[src/rtl/fft4_cmul_seq.sv]
// Complex multiply sequencer: y = a * w using one shared 12x12 multiplier (four real
// products in turn), with round-half-up, arithmetic shift and 12-bit saturation.
module fft4_cmul_seq #(
    parameter int SHIFT       = 11,
    parameter int MUL_TIMEOUT = 64
) (
    input  logic        clk,
    input  logic        rst,
    input  logic        in_valid,
    output logic        in_ready,
    input  logic [11:0] a_re,
    input  logic [11:0] a_im,
    input  logic [11:0] w_re,
    input  logic [11:0] w_im,
    output logic        out_valid,
    input  logic        out_ready,
    output logic [11:0] y_re,
    output logic [11:0] y_im,
    output logic        ovf,
    output logic        err,
    output logic        mul_en,
    output logic [11:0] mul_a,
    output logic [11:0] mul_b,
    input  logic [23:0] mul_result,
    input  logic        mul_rdy
);

    typedef enum logic [2:0] {
        IDLE  = 3'd0,
        ISSUE = 3'd1,
        WAIT  = 3'd2,
        ROUND = 3'd3,
        OUT   = 3'd4
    } state_t;

    localparam logic signed [25:0] RND      = 26'sd1 <<< (SHIFT - 1);
    localparam logic        [7:0]  TMO_LAST = 8'(MUL_TIMEOUT - 1);

    // Returns {clamped, value}: rounds, shifts and saturates an accumulator to 12 bits.
    function automatic logic [12:0] round_sat(input logic signed [24:0] acc);
        logic signed [25:0] sum;
        logic signed [25:0] sh;
        sum = 26'($signed({acc[24], acc})) + RND;
        sh  = sum >>> SHIFT;
        if (sh > 26'sd2047) begin
            return {1'b1, 12'h7FF};
        end else if (sh < -26'sd2048) begin
            return {1'b1, 12'h800};
        end else begin
            return {1'b0, sh[11:0]};
        end
    endfunction

    state_t             state_q;
    logic [11:0]        a_re_q, a_im_q, w_re_q, w_im_q;
    logic signed [24:0] acc_re_q, acc_im_q;
    logic [1:0]         step_q;
    logic [7:0]         tmo_q;
    logic               out_valid_q, ovf_q, err_q, mul_en_q;
    logic [11:0]        y_re_q, y_im_q, mul_a_q, mul_b_q;

    logic signed [24:0] prod_d;
    logic [11:0]        op_a_d, op_b_d;
    logic [12:0]        rnd_re_d, rnd_im_d;

    // Sign-extended product, operands for the following step, and rounded results.
    always_comb begin
        prod_d   = $signed({mul_result[23], mul_result});
        rnd_re_d = round_sat(acc_re_q);
        rnd_im_d = round_sat(acc_im_q);
        op_a_d   = a_re_q;
        op_b_d   = w_re_q;
        case (step_q)
            2'd0:    begin op_a_d = a_im_q; op_b_d = w_im_q; end
            2'd1:    begin op_a_d = a_re_q; op_b_d = w_im_q; end
            2'd2:    begin op_a_d = a_im_q; op_b_d = w_re_q; end
            default: begin op_a_d = a_re_q; op_b_d = w_re_q; end
        endcase
    end

    // Transaction FSM with all outputs registered.
    always_ff @(posedge clk or posedge rst) begin
        if (rst) begin
            state_q     <= IDLE;
            a_re_q      <= 12'd0;
            a_im_q      <= 12'd0;
            w_re_q      <= 12'd0;
            w_im_q      <= 12'd0;
            acc_re_q    <= 25'sd0;
            acc_im_q    <= 25'sd0;
            step_q      <= 2'd0;
            tmo_q       <= 8'd0;
            out_valid_q <= 1'b0;
            ovf_q       <= 1'b0;
            err_q       <= 1'b0;
            mul_en_q    <= 1'b0;
            y_re_q      <= 12'd0;
            y_im_q      <= 12'd0;
            mul_a_q     <= 12'd0;
            mul_b_q     <= 12'd0;
        end else begin
            case (state_q)
                IDLE: begin
                    if (in_valid) begin
                        a_re_q   <= a_re;
                        a_im_q   <= a_im;
                        w_re_q   <= w_re;
                        w_im_q   <= w_im;
                        acc_re_q <= 25'sd0;
                        acc_im_q <= 25'sd0;
                        step_q   <= 2'd0;
                        mul_a_q  <= a_re;
                        mul_b_q  <= w_re;
                        mul_en_q <= 1'b1;
                        ovf_q    <= 1'b0;
                        err_q    <= 1'b0;
                        state_q  <= ISSUE;
                    end else begin
                        mul_en_q <= 1'b0;
                    end
                end
                ISSUE: begin
                    mul_en_q <= 1'b0;
                    tmo_q    <= 8'd0;
                    state_q  <= WAIT;
                end
                WAIT: begin
                    if (mul_rdy) begin
                        case (step_q)
                            2'd0:    acc_re_q <= acc_re_q + prod_d;
                            2'd1:    acc_re_q <= acc_re_q - prod_d;
                            default: acc_im_q <= acc_im_q + prod_d;
                        endcase
                        step_q <= step_q + 2'd1;
                        if (step_q == 2'd3) begin
                            state_q <= ROUND;
                        end else begin
                            mul_a_q  <= op_a_d;
                            mul_b_q  <= op_b_d;
                            mul_en_q <= 1'b1;
                            state_q  <= ISSUE;
                        end
                    end else if (tmo_q == TMO_LAST) begin
                        // Abandon the transaction: report an error with a zero result.
                        err_q       <= 1'b1;
                        ovf_q       <= 1'b0;
                        y_re_q      <= 12'd0;
                        y_im_q      <= 12'd0;
                        out_valid_q <= 1'b1;
                        state_q     <= OUT;
                    end else begin
                        tmo_q <= tmo_q + 8'd1;
                    end
                end
                ROUND: begin
                    y_re_q      <= rnd_re_d[11:0];
                    y_im_q      <= rnd_im_d[11:0];
                    ovf_q       <= rnd_re_d[12] | rnd_im_d[12];
                    out_valid_q <= 1'b1;
                    state_q     <= OUT;
                end
                OUT: begin
                    if (out_ready) begin
                        out_valid_q <= 1'b0;
                        state_q     <= IDLE;
                    end else begin
                        out_valid_q <= 1'b1;
                    end
                end
                default: begin
                    mul_en_q    <= 1'b0;
                    out_valid_q <= 1'b0;
                    state_q     <= IDLE;
                end
            endcase
        end
    end

    assign in_ready  = (state_q == IDLE);
    assign out_valid = out_valid_q;
    assign y_re      = y_re_q;
    assign y_im      = y_im_q;
    assign ovf       = ovf_q;
    assign err       = err_q;
    assign mul_en    = mul_en_q;
    assign mul_a     = mul_a_q;
    assign mul_b     = mul_b_q;

endmodule
[config.mk]
export PLATFORM = sky130hd
export DESIGN_NAME = fft4_cmul_seq
export DESIGN_NICKNAME = d
export VERILOG_FILES = /design/src/rtl/fft4_cmul_seq.sv
export SDC_FILE = /design/constraint.sdc
export NUM_CORES = 1
export LEC_CHECK = 0
export BUFFER_PORTS_ARGS = -buffer_cell sky130_fd_sc_hd__buf_4
export CAP_MARGIN = 30
export CORE_MARGIN = 4
export CORE_UTILIZATION = 60
export CTS_CLUSTER_SIZE = 20
export DETAILED_ROUTE_END_ITERATION = 6
export PLACE_DENSITY = 0.82
export RECOVER_POWER = 100
export SYNTH_ARGS = -nofsm -noshare
export SYNTH_HDL_FRONTEND = slang
export SYNTH_SLANG_ARGS = --single-unit
[constraint.sdc]
create_clock -name clk -period 11.09 [get_ports clk]
set_input_delay 0.5545 -clock clk [delete_from_list [all_inputs] [get_ports clk]]
set_output_delay 0.5545 -clock clk [all_outputs]
set_load 0.01 [all_outputs]
==> results.ini, run 1 <==
[run_status]
status=finished with violations
violations=max-capacitance violations, max-slew violations

[floorplan]
initial_core_util_pct=60.8
fp.dieW_um=137
ios=130
dieArea_um2=18900
die_h_um=137
row_count=47
design.core.area_um2=16500

[critical_path]
worst-path-max-fanout=32
worst-r2r-setup-slack_ns=5.71
crit_path_end_kind=flip-flop
cp_slowest_stage_delay_ns=1.13
crit_path_cell_trace=inv_1 > ha_1 > clkbuf_1 > nor2_1 > clkbuf_1 > o21ai_0 > clkbuf_1 > nor2_1 > clkbuf_1 > a22o_1
critical_path_arrival_ns=5.71
critical_path_required_ns=11.42
critical_path.top_delay_family=buffers and inverters
worst_path_most_repeated_cell=clkbuf_1
cp-start-kind=flip-flop
slowest_stage=clkbuf_1
critical_path_buf_inv_count=5
worstSetupPathType=flip-flop to flip-flop

[logic_synthesis]
syn-num-nets=1227
ys_ff_latch=163
synth_area_leaders=dfrtp_1 (41%), ha_1 (7.0%), mux2_2 (5.7%)
netlist_area_um2=10100
netlist.area_leader.share_pct=40.6
synthCells=1092
yosysTopAreaCell=dfrtp_1
synth-seq-area-share_pct=40.6
synth_area_per_cell_um2=9.21
synth_cell_types=62
ys_warn_count=0
ys_async_sr_fraction_pct=100
synth-edff-count=0
ys.flop_type=dfrtp_1

[placed_design]
port_buffers=129
gp_congestion=0.913
hpwl_um=17400
dpl_worst_slack_ns=6.67

[layout]
multi_input_area_um2=5700
final_cell_mix=dfrtp_1 (163), nand2_1 (148), a21oi_1 (107), o21ai_0 (90), buf_4 (77)
fill_cells=1312
antenna_cells=0
regArea_um2=4080
layout_commonest_cell=dfrtp_1
fin_nets=1342
layout-drive-gt1-share_pct=14.0
area_delta_synth_final_pct=14.7
reg_top3=acc_im_q x25, acc_re_q x25

[sta]
max_slew.worst_pin.slew_ns=4.46
fin_setup_tns_ns=0
slew_headroom_pct=-197
setup_viol=0
timing.final.ws_setup_ns=5.71
fmax_mhz=186
final.setup_skew_ns=0.0155
hold_viol=0
fin_crit_sh_pct=48.5
report.final.slew_viol_count=276
finalWorstPathRequiredPeriod_ns=5.38
rsz0062_at_grt=no

[cts]
root_buffer=clkbuf_16
clockBufferDepth=2
cts_setup_buffers=0
worst_skew_pair.late_latency_ns=0.45
cts_resized=0
cts_tree=yes
hold_buffers=0
clk_pin_slew_ns=0.08
htree_levels=4
clock_sinks=163
numCtsBuffers=17

[power]
power_density_nw_per_um2=271
leakage_uw=0.00525
ir_worst_vdd_v=0.000151

[min_path]
hold_path.class=input port to async pin

[routing]
ant_nets=0
route.vias.total=8700
post_drt_via_cell_ratio=6.04
drc=0
wl_um=24800
drtPass1Iterations=5
drt-wirelength-per-cell_um=17.2
initialDrtViolationCount=713

[global_routing]
grt_pass1_vias=8401
antenna_found_initial=0
grt_pass1_wl_um=40800
grt_max_degree=104
grt_usage_pct=27.0
overflow=0

[flow_run]
maxCapViolCount=5

==> path summary, 6_finish.rpt <==
| path | startpoint | end | cells past startpoint |
|---|---|---|---|
| max in group asynchronous | rst | mul_b[1] | 4 |
| worst min register to register | y_re[0] | y_re[0] | 2 |
| min in group clk | a_im[0] | a_im_q[0] | 2 |
| worst max register to register | step_q[1] | acc_im_q[7] | 10 |
| worst max-delay path | step_q[1] | acc_im_q[7] | 10 |
| worst min-delay path | rst | mul_a[10] | 2 |
==> kinds of logic (layout without fill, tap and decap cells) <==
| kind of cell | after synthesis | count (layout) | share of synthesized area, % |
|---|---|---|---|
| xor gates and xnor gates | 89 | 89 | 7.75 |
| and+or+nand+nor | 329 | 329 | 15.0 |
| AOI/OAI and AO/OA | 331 | 331 | 20.9 |
| buffers and inverters | 70 | 198 | 2.68 |
| DFF | 163 | 163 | 40.6 |
| muxes | 52 | 52 | 5.81 |
| adders and majority gates | 58 | 58 | 7.37 |
==> synthesized netlist by cell type (13+ instances only) <==
library cell  instances
a22o_1               33
xor2_1               26
o21ai_0              85
ha_1                 56
a21o_1               21
dfrtp_1             163
and3_1               14
o211ai_1             14
xnor2_1              63
clkbuf_1             39
nor2_1               64
a21oi_1             107
nand3_1              31
nor3_1               13
mux2_2               51
inv_1                23
nand2_1             149
==> power by group <==
group          internal [uW]  switching, uW  leakage (uW)  total [uW]
logic                    643            883       0.00289        1530
registers                836            184       0.00208        1020
clock network            299            278      0.000280         576
total                   1780           1340       0.00525        3120
==> metal layers <==
metal / vias to the layer above / track usage, % / wire [um]
li1: 4172 / - / -
met1: 4183 / 35.7 / 10700
met4: 0 / 8.76 / 619
met3: 56 / 6.72 / 1640
met2: 289 / 43.5 / 11800
met5: - / 0 / 0
==> per-stage QoR <==
| stage | area, um2 | power [uW] | std cells | util [%] | hold slack (ns) |
|---|---|---|---|---|---|
| CTS | 11800 | 3190 | 1439 | 71.4 | 0.328 |
| detailed placement | 11200 | 2600 | 1407 | 68.0 | 0.466 |
| floorplan | 10100 | 2150 | 1092 | - | 0.449 |
| global placement | 11200 | 2540 | 1405 | 67.8 | 0.451 |
| finish | 11500 | 3120 | 1440 | 69.8 | 0.259 |
| global route | 11500 | 3370 | 1440 | 69.8 | 0.315 |
==> final cells by class <==
cell class	instances	share of cell area, %
Clock buffer	18	3.72
Timing Repair Buffer	143	7.19
Sequential cell	163	35.4
Inverter	23	0.759
Tap cell	220	2.39
Clock inverter	14	1.18
Multi-Input combinational cell	859	49.4
Power figures use the tool's default switching activity.
==> inputs of run 2 (changes only) <==
--- a/config.mk
+++ b/config.mk
@@ -5,13 +5,14 @@
 export SDC_FILE = /design/constraint.sdc
 export NUM_CORES = 1
 export LEC_CHECK = 0
+export ABC_AREA = 1
 export BUFFER_PORTS_ARGS = -buffer_cell sky130_fd_sc_hd__buf_4
 export CAP_MARGIN = 30
 export CORE_MARGIN = 4
-export CORE_UTILIZATION = 60
+export CORE_UTILIZATION = 54
 export CTS_CLUSTER_SIZE = 20
 export DETAILED_ROUTE_END_ITERATION = 6
-export PLACE_DENSITY = 0.82
+export PLACE_DENSITY = 0.78
 export RECOVER_POWER = 100
 export SYNTH_ARGS = -nofsm -noshare
 export SYNTH_HDL_FRONTEND = slang
==> constraint.sdc (replaced) <==
create_clock -name clk -period 4.65 [get_ports clk]
set_input_delay 0.2325 -clock clk [delete_from_list [all_inputs] [get_ports clk]]
set_output_delay 0.2325 -clock clk [all_outputs]
set_load 0.01 [all_outputs]
==> results.ini, run 2 <==
[run_status]
status=finished with violations  ; unchanged
violations=max-capacitance violations, max-slew violations  ; unchanged

[routing]
initialDrtViolationCount=797  ; was 713
post_drt_via_cell_ratio=5.53  ; was 6.04
ant_nets=0  ; unchanged
drt-wirelength-per-cell_um=16.1  ; was 17.2 um
route.vias.total=11025  ; was 8700
drc=0  ; unchanged
wl_um=32000  ; was 24800 um
drtPass1Iterations=5  ; unchanged

[global_routing]
use_met2_pct=44.0  ; was 43.5%
grt_usage_pct=27.6  ; was 27.0%
antenna_found_initial=0  ; unchanged
grt_pass1_wl_um=53000  ; was 40800 um
top_usage_layer=met2  ; unchanged
grt_max_degree=96  ; was 104
grtUsageMet1_pct=38.4  ; was 35.7%
grt_pass1_vias=10725  ; was 8401
use_met3_pct=4.01  ; was 6.72%
overflow=0  ; unchanged

[sta]
max_slew.worst_pin.slew_ns=2.75  ; was 4.46 ns
final.setup_skew_ns=0.0123  ; was 0.0155 ns
hold_viol=0  ; unchanged
fin_crit_sh_pct=84.6  ; was 48.5%
rsz0062_at_grt=no  ; unchanged
setup_viol=0  ; unchanged
fmax_mhz=254  ; was 186 MHz
slew_headroom_pct=-83.2  ; was -197%
report.final.slew_viol_count=197  ; was 276
fin_setup_tns_ns=0  ; unchanged
finalWorstPathRequiredPeriod_ns=3.93  ; was 5.38 ns

[logic_synthesis]
ys_ff_latch=163  ; unchanged
synth_cell_types=53  ; was 62
synth-seq-area-share_pct=36.5  ; was 40.6%
synth_area_per_cell_um2=7.19  ; was 9.21 um2
synth_compound_area_share_pct=15.3  ; was 20.9%
yosys-mux-area-fraction_pct=0  ; was 5.81%
synthCells=1554  ; was 1092
synth_xor_area_share_pct=3.45  ; was 7.75%
yosysTopAreaCell=dfrtp_1  ; unchanged
netlist.area_leader.share_pct=36.5  ; was 40.6%
yosys.area_share.adder_pct=6.63  ; was 7.37%
ys_warn_count=0  ; unchanged
synth_commonest_cells=nand2_1 (468), nor2_1 (179), dfrtp_1 (163)  ; was dfrtp_1 (163), nand2_1 (149), a21oi_1 (107)
synth_top_family_by_area=simple AND/OR/NAND/NOR gates  ; was compound AO/OA/AOI/OAI gates
netlist_area_um2=11200  ; was 10100 um2
ys.flop_type=dfrtp_1  ; unchanged
synth-edff-count=0  ; unchanged
synth_most_common_cell=nand2_1  ; was dfrtp_1
synthSimpleGateAreaFrac_pct=30.6  ; was 15.0%
syn-num-nets=1689  ; was 1227
ys_async_sr_fraction_pct=100  ; unchanged
synth_area_leaders=dfrtp_1 (37%), nand2_1 (16%), ha_1 (6.3%)  ; was dfrtp_1 (41%), ha_1 (7.0%), mux2_2 (5.7%)

[critical_path]
r2r_cells=9  ; was 10
worstSetupPathType=flip-flop to flip-flop  ; unchanged
r2r_start=state_q[2]  ; was step_q[1]
r2r-end=acc_re_q[4]  ; was acc_im_q[7]
critical_path_arrival_ns=4.26  ; was 5.71 ns
worst-r2r-setup-slack_ns=0.72  ; was 5.71 ns
worst-path-max-fanout=48  ; was 32
cp-start-kind=flip-flop  ; unchanged
crit_path_end_kind=flip-flop  ; unchanged
critical_path_required_ns=4.98  ; was 11.42 ns
setup.worst_path.end=acc_re_q[4]  ; was acc_im_q[7]
cp-startpoint=state_q[2]  ; was step_q[1]

[floorplan]
ios=130  ; unchanged
fp.dieW_um=152  ; was 137 um
dieArea_um2=23100  ; was 18900 um2
die_h_um=152  ; was 137 um
design.core.area_um2=20300  ; was 16500 um2
initial_core_util_pct=55.0  ; was 60.8%
row_count=52  ; was 47

[power]
power_density_nw_per_um2=605  ; was 271 nW/um2
seq_power_share_pct=30.8  ; was 32.7%
p_int_uw=4020  ; was 1780 uW
ir_worst_vdd_v=0.000290  ; was 0.000151 V
p_switching_uw=3830  ; was 1340 uW
comb_power_share_pct=49.9  ; was 48.9%
p_clk_share_pct=19.3  ; was 18.5%
leakage_uw=0.00634  ; was 0.00525 uW
fin_total_pwr_uw=7850  ; was 3120 uW
swShare_pct=48.8  ; was 43.1%

[layout]
fill_cells=1894  ; was 1312
stdcell_area_um2=13000  ; was 11500 um2
multi_input_area_um2=6100  ; was 5700 um2
reg_top3=acc_im_q x25, acc_re_q x25  ; unchanged
regArea_um2=4080  ; unchanged
layout_commonest_cell=nand2_1  ; was dfrtp_1
area_delta_synth_final_pct=16.1  ; was 14.7%
fin_nets=1843  ; was 1342
final_cell_mix=nand2_1 (470), nor2_1 (186), dfrtp_1 (163), inv_1 (154), o21ai_0 (119)  ; was dfrtp_1 (163), nand2_1 (148), a21oi_1 (107), o21ai_0 (90), buf_4 (77)
layout-drive-gt1-share_pct=8.37  ; was 14.0%

[cts]
cts_tree=yes  ; unchanged
clock_sinks=163  ; unchanged
root_buffer=clkbuf_16  ; unchanged
worst_skew_pair.late_latency_ns=0.45  ; about the same
clockBufferDepth=2  ; unchanged
cts_resized=0  ; unchanged
clk_pin_slew_ns=0.08  ; about the same
numCtsBuffers=17  ; unchanged
htree_levels=4  ; unchanged
hold_buffers=37  ; was 0
cts_setup_buffers=0  ; unchanged

[placed_design]
hpwl_um=23700  ; was 17400 um
gp_congestion=0.939  ; was 0.913
port_buffers=129  ; unchanged
placed_area_um2=12300  ; was 11200 um2

[flow_run]
maxCapViolCount=3  ; was 5

[min_path]
hold_path.class=input port to flip-flop  ; was input port to async pin

==> run 2: changes by cell type after synthesis, sizes merged, moves of 13 or more <==
cell and delta:
buf +13, a22o -33, nand3 +40, inv +142, nor2 +133, and3 -13
a21o -18, o21ai +35, xnor2 -53, mux2 -51, clkbuf -25, a21oi -16
nand2 +329
==> run 2: cells by family (layout without fill, tap and decap cells) <==
group | count (synthesis) | in the layout
DFF | 163 | 163
AOI/OAI and AO/OA | 293 | 293
other | 0 | 1
xor gates and xnor gates | 44 | 44
buffers and inverters | 200 | 367
adders and majority gates | 58 | 58
and+or+nand+nor | 796 | 796
==> run 2: worst max-delay path: stages, from the launching register on <==
cell        delay, ns
dfrtp_1          0.44
nor2_1           0.24
nand2_4          0.42
nor2_1           0.43
clkinvlp_2       0.31
nand2_8          0.13
clkinvlp_2       0.29
nor2_1           0.72
inv_2            0.43
o31ai_1          0.38
==> run 2: worst min path at each step <==
stage,startpoint,to,cells past startpoint
floorplan,a_im[11],a_im_q[11],2
global placement,w_im[11],w_im_q[11],3
detailed placement,w_im[11],w_im_q[11],3
CTS,w_im[8],w_im_q[8],3
global route,w_im[8],w_im_q[8],3
finish,w_im[8],w_im_q[8],3
==> run 2: per-layer routing <==
layer  share of wire (%)  vias up
met3                 5.4       68
li1                    -     5400
met5                   0        -
met4                 3.0        0
met2                  46      349
met1                  45     5208
==> run 2: power by group through the flow <==
stage | clock, uW | sequential, uW | combinational, uW
2_1_floorplan | 0 | 2390 | 2880
3_3_place_gp | 0 | 2410 | 3960
3_5_place_dp | 0 | 2420 | 4070
4_1_cts | 1530 | 2410 | 4120
5_1_grt | 1600 | 2470 | 4410
6_report | 1520 | 2410 | 3920
==> run 2: per-stage QoR <==
| stage | setup WS, ns | cells | utilization, % | hold slack (ns) |
|---|---|---|---|---|
| after floorplan | 0.0125 | 1554 | - | 0.342 |
| after global placement | 1.44 | 1921 | 60.6 | 0.428 |
| after detailed placement | 1.33 | 1922 | 60.7 | 0.430 |
| after CTS | 1.30 | 1991 | 65.7 | 0.000405 |
| after global routing | 0.496 | 1991 | 63.9 | 0.000414 |
| final | 0.715 | 1992 | 63.9 | 0.00468 |
==> run 2: area by class of cell <==
cell class,instances,share of cell area (%)
Antenna cell,1,0.0193
Clock buffer,17,3.28
Clock inverter,15,1.73
Inverter,165,4.83
Multi-Input combinational cell,1191,47.1
Sequential cell,163,31.5
Tap cell,270,2.60
Timing Repair Buffer,170,9.01
==> inputs of run 3 (changes only) <==
--- a/config.mk
+++ b/config.mk
@@ -5,14 +5,14 @@
 export SDC_FILE = /design/constraint.sdc
 export NUM_CORES = 1
 export LEC_CHECK = 0
-export ABC_AREA = 1
+export ABC_AREA = 0
 export BUFFER_PORTS_ARGS = -buffer_cell sky130_fd_sc_hd__buf_4
 export CAP_MARGIN = 30
 export CORE_MARGIN = 4
-export CORE_UTILIZATION = 54
+export CORE_UTILIZATION = 53
 export CTS_CLUSTER_SIZE = 20
 export DETAILED_ROUTE_END_ITERATION = 6
-export PLACE_DENSITY = 0.78
+export PLACE_DENSITY = 0.77
 export RECOVER_POWER = 100
 export SYNTH_ARGS = -nofsm -noshare
 export SYNTH_HDL_FRONTEND = slang
==> constraint.sdc (replaced) <==
create_clock -name clk -period 3.28 [get_ports clk]
set_input_delay 0.164 -clock clk [delete_from_list [all_inputs] [get_ports clk]]
set_output_delay 0.164 -clock clk [all_outputs]
set_load 0.01 [all_outputs]
==> results.ini, run 3 (synthesis gave the netlist of run 1 again) <==
[critical_path]
worst-path-max-fanout=21  ; was 48
crit_cells=4  ; was 9
setup.worst_path.end=w_re_q[7]  ; was acc_re_q[4]
slowest_stage=and2_0  ; was nor2_1
r2r_start=state_q[0]  ; was state_q[2]
critical_path_buf_inv_count=1  ; was 3
crit_path_end_kind=flip-flop  ; unchanged
cp_slowest_stage_delay_ns=1.14  ; was 0.72 ns
cp-start-kind=flip-flop  ; unchanged
r2r_cells=4  ; was 9
critical_path_required_ns=3.60  ; was 4.98 ns
worstSetupPathType=flip-flop to flip-flop  ; unchanged
crit_path_cell_trace=nor3_1 > and2_0 > clkbuf_2 > mux2_2  ; was nor2_1 > nand2_4 > nor2_1 > clkinvlp_2 > nand2_8 > clkinvlp_2 > nor2_1 > inv_2 > o31ai_1
r2r-end=w_re_q[7]  ; was acc_re_q[4]
critical_path_arrival_ns=3.48  ; was 4.26 ns
critical_path.top_delay_family=simple AND/OR/NAND/NOR gates  ; unchanged
worst-r2r-setup-slack_ns=0.13  ; was 0.72 ns
cp-startpoint=state_q[0]  ; was state_q[2]

[layout]
final_cell_mix=dfrtp_1 (163), nand2_1 (149), buf_4 (133), a21oi_1 (106), o21ai_0 (85)  ; was nand2_1 (470), nor2_1 (186), dfrtp_1 (163), inv_1 (154), o21ai_0 (119)
reg_top3=acc_im_q x25, acc_re_q x25  ; unchanged
fill_cells=1456  ; was 1894
layout-drive-gt1-share_pct=18.2  ; was 8.37%
area_delta_synth_final_pct=25.8  ; was 16.1%
layout_commonest_cell=dfrtp_1  ; was nand2_1
fin_nets=1449  ; was 1843

[cts]
clock_sinks=163  ; unchanged
clk_pin_slew_ns=0.08  ; about the same
cts_tree=yes  ; unchanged
worst_skew_pair.late_latency_ns=0.44  ; was 0.45 ns
cts_setup_buffers=0  ; unchanged
root_buffer=clkbuf_16  ; unchanged
htree_levels=4  ; unchanged
numCtsBuffers=17  ; unchanged
clockBufferDepth=2  ; unchanged

[sta]
report.final.slew_viol_count=38  ; was 197
final.setup_skew_ns=0.0116  ; was 0.0123 ns
rsz0062_at_grt=yes  ; was no
timing.hold.ws_ns=0.0461  ; was 0.00468 ns
finalWorstPathRequiredPeriod_ns=3.15  ; was 3.93 ns
fin_crit_sh_pct=96.1  ; was 84.6%
max_slew.worst_pin.slew_ns=2.33  ; was 2.75 ns
slew_headroom_pct=-55.4  ; was -83.2%
setup_viol=0  ; unchanged
hold_viol=0  ; unchanged
fmax_mhz=317  ; was 254 MHz

[floorplan]
ios=130  ; unchanged
fp.dieW_um=146  ; was 152 um
initial_core_util_pct=53.7  ; was 55.0%
row_count=50  ; was 52
design.core.area_um2=18700  ; was 20300 um2
dieArea_um2=21200  ; was 23100 um2
die_h_um=146  ; was 152 um

[routing]
ant_nets=0  ; unchanged
drt-wirelength-per-cell_um=17.5  ; was 16.1 um
drc=0  ; unchanged
drtPass1Iterations=5  ; unchanged
post_drt_via_cell_ratio=5.88  ; was 5.53
initialDrtViolationCount=597  ; was 797
wl_um=27300  ; was 32000 um
route.vias.total=9185  ; was 11025

[flow_run]
maxCapViolCount=1  ; was 3

[power]
power_density_nw_per_um2=891  ; was 605 nW/um2
fin_total_pwr_uw=11300  ; was 7850 uW
leakage_uw=0.00582  ; was 0.00634 uW
ir_worst_vdd_v=0.000704  ; was 0.000290 V

[global_routing]
grt_max_degree=51  ; was 96
antenna_found_initial=1  ; was 0
grt_usage_pct=25.5  ; was 27.6%
grt_pass1_vias=9150  ; was 10725
grt_pass1_wl_um=44800  ; was 53000 um
overflow=0  ; unchanged

[min_path]
hp-start=mul_rdy  ; was w_im[8]
hold_path.class=input port to flip-flop  ; unchanged

[placed_design]
gp_congestion=0.920  ; was 0.939
port_buffers=129  ; unchanged
hpwl_um=18500  ; was 23700 um

[run_status]
violations=max-capacitance violations, max-slew violations  ; unchanged
status=finished with violations  ; unchanged

[run 3: tightest hold or removal path, stage by stage]
cell	delay, ns
buf_4	0.13
nand3_1	0.07
o21ai_0	0.07
[run 3: worst min path at each step]
stage | to | slack (ns) | cells after the start
2_1_floorplan | step_q[1] | 0.31 | 2
3_3_place_gp | w_im_q[9] | 0.40 | 2
3_5_place_dp | a_im_q[4] | 0.40 | 2
4_1_cts | step_q[1] | 0.04 | 3
5_1_grt | step_q[1] | 0.08 | 3
6_report | step_q[1] | 0.05 | 3
[run 3: power by group]
| group | switching [uW] | internal (uW) | total [uW] |
|---|---|---|---|
| clock network | 1000 | 1100 | 2100 |
| registers | 652 | 2820 | 3480 |
| logic | 3180 | 2520 | 5690 |
[run 3: through the flow]
step,cells,setup TNS (ns),setup WS [ns],utilization (%),instance area (um2)
after floorplan,1092,-0.0970,-0.0970,-,10100
after global placement,1478,-0.572,-0.193,62.7,11700
after detailed placement,1478,-1.16,-0.236,62.7,11700
after CTS,1560,0,0.0417,68.6,12800
after global routing,1562,-0.0244,-0.0166,67.6,12600
final,1562,0,0.128,67.6,12600
[run 3: metal layers]
metal  vias up  wire, um  track usage [%]
met1      4436     11700             32.4
met4         0      1090             11.8
met5         -         0                0
li1       4379         -                -
met2       286     13200             42.9
met3        84      1340             4.24
[run 3: cell type report]
type	count	area, um2	area share (%)
Antenna cell	1	2.50	0.0198
Clock buffer	17	425	3.36
Clock inverter	15	188	1.48
Inverter	23	90.1	0.712
Multi-Input combinational cell	859	5790	45.8
Sequential cell	163	4080	32.3
Tap cell	234	293	2.32
Timing Repair Buffer	250	1780	14.1
[run 3: what timing repair did]
item	in CTS	in global routing
endpoints found under the setup margin	2	8
resized for setup	1	7
pin swaps	1	0
hold endpoints to repair	84	0
hold buffers	50	0
